### src/rtl/wr3_addr_ctr_if.sv
// ----------------------------------------------------------------------------
// wr3_addr_ctr_if
//   Bundles the frame-sync, FIFO level, DDR write-request handshake and frame
//   status signals of the write-side address generator.
//
//   master : the address generator (drives request, address and frame status)
//   slave  : the DDR write port / ingress side (drives sync, level, ready, done)
//
//   wr_vs          frame sync, rising edge starts a frame
//   wr_fifo_cnt    words currently buffered in the ingress FIFO
//   wr_ddr_valid   burst write request valid
//   wr_ddr_ready   request accepted when valid & ready
//   wr_ddr_addr    burst start byte address
//   wr_burst_done  1-cycle pulse: accepted burst fully written
//   wr_image_cnt   index of the frame slot currently being written
//   wr_frame_done  1-cycle pulse on frame completion
//   wr_busy        high whenever the generator is not idle
// ----------------------------------------------------------------------------
interface wr3_addr_ctr_if #(
    parameter int ADDR_WIDTH     = 30,
    parameter int FIFO_CNT_WIDTH = 12
);
    logic                      wr_vs;
    logic [FIFO_CNT_WIDTH-1:0] wr_fifo_cnt;
    logic                      wr_ddr_valid;
    logic                      wr_ddr_ready;
    logic [ADDR_WIDTH-1:0]     wr_ddr_addr;
    logic                      wr_burst_done;
    logic [4:0]                wr_image_cnt;
    logic                      wr_frame_done;
    logic                      wr_busy;

    modport master (
        input  wr_vs, wr_fifo_cnt, wr_ddr_ready, wr_burst_done,
        output wr_ddr_valid, wr_ddr_addr, wr_image_cnt, wr_frame_done, wr_busy
    );

    modport slave (
        output wr_vs, wr_fifo_cnt, wr_ddr_ready, wr_burst_done,
        input  wr_ddr_valid, wr_ddr_addr, wr_image_cnt, wr_frame_done, wr_busy
    );
endinterface

### src/rtl/wr3_addr_ctr.sv
// ----------------------------------------------------------------------------
// wr3_addr_ctr
//   DDR write-side address generator for the video frame buffer ring. A rising
//   edge on wr_vs starts a frame; one burst request of WR_NUM words is issued
//   whenever the ingress FIFO holds a full burst, the frame slot is walked
//   linearly, and wr_image_cnt advances once per completed frame.
//
//   clk   system clock
//   rst   synchronous reset, active-high
//   bus   wr3_addr_ctr_if.master (sync, FIFO level, request handshake, status)
//
//   state | meaning
//   IDLE  | waiting for frame sync
//   WAIT  | frame active, waiting for a full burst in the FIFO
//   REQ   | request presented, address held until accepted
//   BURST | request accepted, waiting for the burst to finish writing
// ----------------------------------------------------------------------------
module wr3_addr_ctr #(
    parameter logic [31:0] START_ADDR     = 32'h0080_0000,
    parameter logic [31:0] BLOCK_SIZE     = 32'h0008_0000,
    parameter logic [31:0] IMAGE_BLOCK    = 32'h0007_0800,
    parameter logic [31:0] WR_NUM         = 32'd128,
    parameter int          FRAME_NUM      = 32,
    parameter int          ADDR_WIDTH     = 30,
    parameter int          FIFO_CNT_WIDTH = 12
) (
    input logic           clk,
    input logic           rst,
    wr3_addr_ctr_if.master bus
);
    typedef enum logic [1:0] {IDLE, WAIT, REQ, BURST} state_t;

    localparam logic [31:0]           FRAME_BURSTS = IMAGE_BLOCK / WR_NUM;
    localparam logic [31:0]           STEP_B       = WR_NUM * 32'd4;
    localparam logic [ADDR_WIDTH-1:0] BASE_B       = ADDR_WIDTH'(START_ADDR * 32'd4);
    localparam logic [ADDR_WIDTH-1:0] STRIDE_B     = ADDR_WIDTH'(BLOCK_SIZE * 32'd4);
    localparam logic [4:0]            LAST_SLOT    = 5'(FRAME_NUM - 1);

    state_t                state, state_nxt;
    logic                  vs_d;
    logic                  vs_rise;
    logic [31:0]           offset, offset_nxt;
    logic [31:0]           burst_cnt, burst_cnt_nxt;
    logic                  pending, pending_nxt;
    logic [4:0]            img, img_nxt;
    logic                  frame_done, frame_done_nxt;
    logic                  valid, valid_nxt;
    logic [ADDR_WIDTH-1:0] addr, addr_nxt;
    logic [ADDR_WIDTH-1:0] burst_addr;
    logic                  fifo_full_burst;

    assign vs_rise         = bus.wr_vs & ~vs_d;
    assign burst_addr      = BASE_B + ADDR_WIDTH'(img) * STRIDE_B + ADDR_WIDTH'(offset);
    assign fifo_full_burst = 32'(bus.wr_fifo_cnt) >= WR_NUM;

    always_ff @(posedge clk) begin
        if (rst) begin
            state      <= IDLE;
            vs_d       <= 1'b0;
            offset     <= '0;
            burst_cnt  <= '0;
            pending    <= 1'b0;
            img        <= '0;
            frame_done <= 1'b0;
            valid      <= 1'b0;
            addr       <= '0;
        end else begin
            state      <= state_nxt;
            vs_d       <= bus.wr_vs;
            offset     <= offset_nxt;
            burst_cnt  <= burst_cnt_nxt;
            pending    <= pending_nxt;
            img        <= img_nxt;
            frame_done <= frame_done_nxt;
            valid      <= valid_nxt;
            addr       <= addr_nxt;
        end
    end

    always_comb begin
        state_nxt      = state;
        offset_nxt     = offset;
        burst_cnt_nxt  = burst_cnt;
        pending_nxt    = pending;
        img_nxt        = img;
        frame_done_nxt = 1'b0;
        valid_nxt      = valid;
        addr_nxt       = addr;

        case (state)
            IDLE: begin
                if (vs_rise) begin
                    state_nxt     = WAIT;
                    offset_nxt    = '0;
                    burst_cnt_nxt = '0;
                    pending_nxt   = 1'b0;
                end
            end
            WAIT: begin
                if (vs_rise) begin
                    // New sync before any request went out: restart the slot.
                    offset_nxt    = '0;
                    burst_cnt_nxt = '0;
                end else if (fifo_full_burst) begin
                    state_nxt = REQ;
                    valid_nxt = 1'b1;
                    addr_nxt  = burst_addr;
                end
            end
            REQ: begin
                // A request already on the bus is never withdrawn; remember the sync.
                if (vs_rise)
                    pending_nxt = 1'b1;
                if (bus.wr_ddr_ready) begin
                    state_nxt = BURST;
                    valid_nxt = 1'b0;
                end
            end
            BURST: begin
                if (vs_rise)
                    pending_nxt = 1'b1;
                if (bus.wr_burst_done) begin
                    pending_nxt = 1'b0;
                    if (pending) begin
                        state_nxt     = WAIT;
                        offset_nxt    = '0;
                        burst_cnt_nxt = '0;
                    end else if (burst_cnt + 32'd1 == FRAME_BURSTS) begin
                        // Frame finished; a sync arriving now starts the next slot directly.
                        frame_done_nxt = 1'b1;
                        img_nxt        = (img == LAST_SLOT) ? 5'd0 : img + 5'd1;
                        offset_nxt     = '0;
                        burst_cnt_nxt  = '0;
                        state_nxt      = vs_rise ? WAIT : IDLE;
                    end else if (vs_rise) begin
                        state_nxt     = WAIT;
                        offset_nxt    = '0;
                        burst_cnt_nxt = '0;
                    end else begin
                        burst_cnt_nxt = burst_cnt + 32'd1;
                        offset_nxt    = offset + STEP_B;
                        state_nxt     = WAIT;
                    end
                end
            end
            default: state_nxt = IDLE;
        endcase
    end

    assign bus.wr_ddr_valid  = valid;
    assign bus.wr_ddr_addr   = addr;
    assign bus.wr_image_cnt  = img;
    assign bus.wr_frame_done = frame_done;
    assign bus.wr_busy       = (state != IDLE);
endmodule

### src/flat_wrapper.sv
// flat-port wrapper written by rule: the top's interface ports become plain ports
module wr3_addr_ctr_flat 
#(
    parameter logic [31:0] START_ADDR     = 32'h0080_0000,
    parameter logic [31:0] BLOCK_SIZE     = 32'h0008_0000,
    parameter logic [31:0] IMAGE_BLOCK    = 32'h0007_0800,
    parameter logic [31:0] WR_NUM         = 32'd128,
    parameter int          FRAME_NUM      = 32,
    parameter int          ADDR_WIDTH     = 30,
    parameter int          FIFO_CNT_WIDTH = 12
)
  (clk, rst, bus_wr_vs, bus_wr_fifo_cnt, bus_wr_ddr_ready, bus_wr_burst_done, bus_wr_ddr_valid, bus_wr_ddr_addr, bus_wr_image_cnt, bus_wr_frame_done, bus_wr_busy);
  wr3_addr_ctr_if #(.ADDR_WIDTH(ADDR_WIDTH), .FIFO_CNT_WIDTH(FIFO_CNT_WIDTH)) bus_i ();
  input logic clk;
  input logic rst;
  input wire logic [$bits(bus_i.wr_vs)-1:0] bus_wr_vs;
  input wire logic [$bits(bus_i.wr_fifo_cnt)-1:0] bus_wr_fifo_cnt;
  input wire logic [$bits(bus_i.wr_ddr_ready)-1:0] bus_wr_ddr_ready;
  input wire logic [$bits(bus_i.wr_burst_done)-1:0] bus_wr_burst_done;
  output wire logic [$bits(bus_i.wr_ddr_valid)-1:0] bus_wr_ddr_valid;
  output wire logic [$bits(bus_i.wr_ddr_addr)-1:0] bus_wr_ddr_addr;
  output wire logic [$bits(bus_i.wr_image_cnt)-1:0] bus_wr_image_cnt;
  output wire logic [$bits(bus_i.wr_frame_done)-1:0] bus_wr_frame_done;
  output wire logic [$bits(bus_i.wr_busy)-1:0] bus_wr_busy;
  assign bus_i.wr_vs = bus_wr_vs;
  assign bus_i.wr_fifo_cnt = bus_wr_fifo_cnt;
  assign bus_i.wr_ddr_ready = bus_wr_ddr_ready;
  assign bus_i.wr_burst_done = bus_wr_burst_done;
  assign bus_wr_ddr_valid = bus_i.wr_ddr_valid;
  assign bus_wr_ddr_addr = bus_i.wr_ddr_addr;
  assign bus_wr_image_cnt = bus_i.wr_image_cnt;
  assign bus_wr_frame_done = bus_i.wr_frame_done;
  assign bus_wr_busy = bus_i.wr_busy;
  wr3_addr_ctr #(.START_ADDR(START_ADDR), .BLOCK_SIZE(BLOCK_SIZE), .IMAGE_BLOCK(IMAGE_BLOCK), .WR_NUM(WR_NUM), .FRAME_NUM(FRAME_NUM), .ADDR_WIDTH(ADDR_WIDTH), .FIFO_CNT_WIDTH(FIFO_CNT_WIDTH)) u_core (.clk(clk), .rst(rst), .bus(bus_i));
endmodule
### config.mk
export PLATFORM = sky130hd
export DESIGN_NAME = wr3_addr_ctr_flat
export DESIGN_NICKNAME = d
export VERILOG_FILES = /design/src/rtl/wr3_addr_ctr_if.sv /design/src/rtl/wr3_addr_ctr.sv /design/src/flat_wrapper.sv
export SDC_FILE = /design/constraint.sdc
export NUM_CORES = 1
export LEC_CHECK = 0
export BUFFER_PORTS_ARGS = -buffer_cell sky130_fd_sc_hd__buf_2
export CORE_MARGIN = 5
export CORE_UTILIZATION = 45
export DETAILED_ROUTE_END_ITERATION = 10
export GPL_TIMING_DRIVEN = 0
export PLACE_DENSITY_LB_ADDON = 0.08
export SLEW_MARGIN = 30
export SYNTH_ARGS = -nofsm -noshare
export SYNTH_HDL_FRONTEND = slang
export SYNTH_SLANG_ARGS = --single-unit
### constraint.sdc
create_clock -name clk -period 4.17 [get_ports clk]
set_clock_uncertainty 0.05 [all_clocks]
set_input_delay 0.417 -clock clk [delete_from_list [all_inputs] [get_ports clk]]
set_output_delay 0.417 -clock clk [all_outputs]
set_load 0.02 [all_outputs]
Word level (Yosys, flattened, before mapping)
Index checks and enable logic that the tools add are counted.
- flip-flop bits (word level): 105
- bits of input ports: 17
- output and inout port bits: 38
- word-level logic and storage cells: 75
- add/subtract/negate cells: 5
- order comparisons: 1
- eq/ne operators: 11
- multiplexer cells: 30
- bitwise gates (word level): 6
- reduce and logical (&&, ||, !) cells: 13
- operators by type and width (cell ; count):
    2-to-1 mux 32 bit ; 9
    one-hot mux 32 bit (2 select lines) ; 2
    adder 32 x 1 -> 32 bit (second input constant) ; 1
    adder 32 x 10 -> 32 bit (second input constant) ; 1
    == test 32 x 12 -> 1 bit (second input constant) ; 1
    adder 30 bit ; 1
    adder 26 x 26 -> 27 bit (first input constant) ; 1
    2-to-1 mux 2 bit ; 7
    greater-or-equal comparator 12 x 8 -> 1 bit (second input constant) ; 1
    2-to-1 mux 1 bit ; 8
    one-hot mux 2 bit (4 select lines) ; 1
    AND reduction 4 bit ; 2
    inequality test 2 x 1 -> 1 bit (second input constant) ; 3
    inequality test 2 bit (second input constant) ; 3
    AND reduction 3 bit ; 2
    nonzero test 2 bit ; 3
    adder 5 x 1 -> 5 bit (second input constant) ; 1
    == test 5 bit (second input constant) ; 1
    2-to-1 mux 5 bit ; 1
    inverter 1 bit ; 5
    AND reduction 5 bit ; 1
    == test 2 bit (second input constant) ; 2
    OR reduction 4 bit ; 1
    one-hot mux 1 bit (3 select lines) ; 1
    7 further kinds ; 7

Logic depth before layout (Yosys ltp)
- depth in word-level cells: 7
- gate-level depth with buffers: 13

Least setup slack after synthesis
OpenSTA, ideal clock, no wires.
- kind: flip-flop to flip-flop
- from: register u_core.burst_cnt[0]
- to: register u_core.burst_cnt[7]
- setup time: 126 ps
- data arrival time: 3104 ps
- required time: 3994 ps
- path slack: 890 ps
- cell stages (with the launch flop): 13
- path through: dfxtp_1 > ha_1 > nand3_1 > nor2_1 > nand3_1 > xnor2_1 > or4_1 > or4_1 > buf_2 > buf_2 > buf_2 > a32oi_1 > o21ai_0
- cells in the longest elaborated chain, start to end: 6
- elaborated cells between the ends (all ways): 7
- RTL lines (item ; RTL line ; source):
    start, declared ; wr3_addr_ctr.sv:43 ; logic [31:0] burst_cnt, burst_cnt_nxt;
    start signal, assigned ; wr3_addr_ctr.sv:71 ; burst_cnt <= burst_cnt_nxt;
    adder 32 x 1 -> 32 bit (*) ; wr3_addr_ctr.sv:128, wr3_addr_ctr.sv:140 ;
    == test 32 x 12 -> 1 bit / 2-to-1 mux 32 bit (equally long branches) ; wr3_addr_ctr.sv:128, wr3_addr_ctr.sv:135 ;
    2-to-1 mux 32 bit (*) ; wr3_addr_ctr.sv:128 ; end else if (burst_cnt + 32'd1 == FRAME_BURSTS) begin
    2-to-1 mux 32 bit (*) ; wr3_addr_ctr.sv:124 ; if (pending) begin
    2-to-1 mux 32 bit (*) ; wr3_addr_ctr.sv:122 ; if (bus.wr_burst_done) begin
    one-hot mux 32 bit (2 select lines) (*) ; wr3_addr_ctr.sv:90 ; case (state)
Mark *: on every way between the ends. The rest lies on a longest branch, timed or not. The select of a mux whose other input is x is not followed.
A chain may end at the register's enable or synchronous reset.

Final worst setup path
- from: register u_core.burst_cnt[0]
- to: register u_core.burst_cnt[23]
The elaborated chain is that of the path after synthesis.

==> qor.yml <==
setup_path:
  worstPathCellList: "ha_1 > and3_1 > nand2_1 > nor4b_4 > mux2i_1 > or4_1 > or4_1 > buf_2 > buf_2 > clkbuf_1 > a31oi_1 > o21ai_0"
  end_kind: "flop"
  required_ns: 4.35
  worstRegToRegCells: 12
  critPathBufInv: 3
  crit_cells: 12
  rrSetupSlack_ns: 0.25
  worstReg2RegStart: "u_core.burst_cnt[0]"
  arrival_ns: 4.10
  crit_type: "reg2reg"
  worst_path_largest_cell_delay_ns: 0.57
  startpoint: "u_core.burst_cnt[0]"
  startpoint_type: "flop"
  crit_family: "simple AND/OR/NAND/NOR gates"
  critPathMaxFanout: 10
  slowest_stage: "or4_1"
  r2r_end: "u_core.burst_cnt[23]"
clock_tree:
  path_clk_slew_ns: 0.07
  post_cts_buffers: 0
  cts_made_buffers: 9
  cts_root_buf: "clkbuf_16"
  worstSkewPairLatency_ns: 0.35
  cts_hold_buffers: 0
  cts_tree: "done"
  clock-sinks: 85
  htreeDepth: 3
  clockBufferDepth: 2
sta:
  rsz0062_at_grt: "no"
  relSlewSlack_pct: 43.97
  setup_viol: 0
  finalSetupTns_ns: 0
  hold_viol_final: 0
  maxSlewViolCount: 0
  finalCritPeriodShare_pct: 94.10
  max_freq_mhz: 254.9
  worst_pin_slew_ns: 0.8192
  layout_min_cycle_time_ns: 3.924
final_layout:
  layout_common_cells: "nand2_1 (103), dfxtp_1 (85), buf_2 (54), o21ai_0 (53), nor2_1 (51)"
  layout.nets: 772
  syn_to_final_growth_pct: 14.17
  final_cells: 883
  design_area_um2: 5828
  final_common_cell: "nand2_1"
  n_antenna_cell: 0
  drive_gt1_share_pct: 12.65
floorplanning:
  rows: 38
  die_y_um: 116.5
  initial_core_util_pct: 46.48
  io_pins: 55
  fp.dieW_um: 116.5
  core_um2: 10980
  design.die.area_um2: 13570
min_path:
  hold_start: "bus_wr_vs"
  worstHoldPathCells: 2
  hp-class: "in2reg"
  min_to: "u_core.vs_d"
route:
  num_vias: 5181
  drc: 0
  via_per_inst: 5.867
  wl_per_cell_um: 17.07
  drt_iter0_markers: 354
  drt_wl_total_mm: 15.07
  ant_nets: 0
  drt_pass1_iterations: 5
yosys:
  synth_top_area_share_pct: 33.33
  seq_area_frac_synth_pct: 33.33
  synth_cell_types: 55
  synthCells: 681
  synth_area_leaders: "dfxtp_1 (33%), nand2_1 (7.6%), o21ai_0 (5.2%)"
  ys.flop_type: "dfxtp_1"
  synthArstFlopShare_pct: 0
  yosys_warnings: 0
  syn_area_per_cell_um2: 7.496
  synth_edf_count: 0
  syn_area_um2: 5105
  yosys.area.top_type: "dfxtp_1"
  ys_seq_elements: 85
placement:
  gp_congestion: 0.8771
  hpwl_mm: 11.01
  dpl_cell_area_um2: 5500
  place.port_buffers: 38
  dp.cells: 867
flow_run:
  max_cap_violations: 0
global_route:
  grt_max_degree: 18
  grt_pass1_wl_mm: 24.58
  antenna_found_initial: 0
  grt_usage_pct: 22.97
  use_met3_pct: 4.197
  grt_pass1_vias: 4870
  busiest_layer: "met2"
  use_met1_pct: 30.08
  overflow: 0
  use_met2_pct: 37.60
power_and_ir_drop:
  ir_drop_uv: 259.0
  powerDensity_nw_per_um2: 374.3
  power.leakage_nw: 2.110
outcome:
  status: "finished clean"
[per-stage QoR]
step                      setup slack (ns)  power [mW]  hold slack, ns  util [%]
after global routing              0.009520       2.283          0.2770     53.06
after CTS                         0.004489       2.195          0.2670     53.01
after floorplan                     0.8900       1.186          0.4033         -
final                               0.2462       2.182          0.2683     53.06
after detailed placement           -0.2050       1.339          0.3945     50.08
after global placement             -0.1706       1.329          0.3876     50.08
[metal layers]
metal / routed length (um) / vias up
li1: - / 2560
met2: 7121 / 144
met3: 813 / 26
met4: 341 / 0
met5: 0 / -
met1: 6792 / 2451
[where the power goes]
part           internal, mW  leakage [nW]  switching (mW)
registers             0.839         0.686          0.0252
clock network         0.480         0.155           0.378
logic                 0.124          1.27           0.335
total                  1.44          2.11           0.738
[timing repair]
action	4_1_cts	5_1_grt
gates resized for setup	2	3
endpoints found under the setup margin	20	16
pin swaps	0	1
[synthesized netlist by cell type, drive strengths merged, types with 7 or more instances]
master	count
a21oi	41
a31oi	18
a32oi	24
and2	7
and3	7
and4	10
buf	26
clkbuf	36
dfxtp	85
ha	16
inv	17
mux2i	7
nand2	105
nand2b	9
nand3	33
nand4	21
nor2	52
nor2b	11
nor3	16
nor4	8
o21ai	53
or3	8
or4	8
xnor2	11
[worst max path at each step]
stage                                 endpoint
after floorplan            u_core.burst_cnt[7]
after global placement    u_core.burst_cnt[23]
after detailed placement     u_core.offset[17]
after CTS                  u_core.burst_cnt[5]
after global routing      u_core.burst_cnt[23]
final                     u_core.burst_cnt[23]
[area by class of cell]
class / count / area, um2
fillers: 1086 / 5155
multi-input cells: 525 / 3087
flip-flops and latches: 85 / 1702
plain buffers: 62 / 292.8
clock buffers: 9 / 225.2
repair buffers: 38 / 190.2
well taps: 140 / 175.2
clock inverters: 7 / 92.59
inverters: 17 / 63.81
[state kept, by name, summed over array words and instances (netlist names)]
name                      count
u_core.burst_cnt             32
u_core.bus.wr_ddr_addr       21
u_core.offset                21
u_core.bus.wr_image_cnt       5
u_core.state                  2
u_core.bus.wr_ddr_valid       1
u_core.bus.wr_frame_done      1
u_core.pending                1
u_core.vs_d                   1
[cell families (layout without fill, tap and decap cells)]
| logic type | Yosys count | in the layout | synth area share (%) |
|---|---|---|---|
| simple gates | 307 | 307 | 30.37 |
| compound gates | 167 | 167 | 20.47 |
| flops | 85 | 85 | 33.33 |
| buf+inv | 79 | 133 | 6.936 |
| fa+ha+maj | 17 | 17 | 4.314 |
| xor+xnor | 17 | 17 | 2.917 |
| mux | 8 | 8 | 1.593 |
| other cells | 1 | 9 | 0.07346 |
Power figures use the tool's default switching activity.
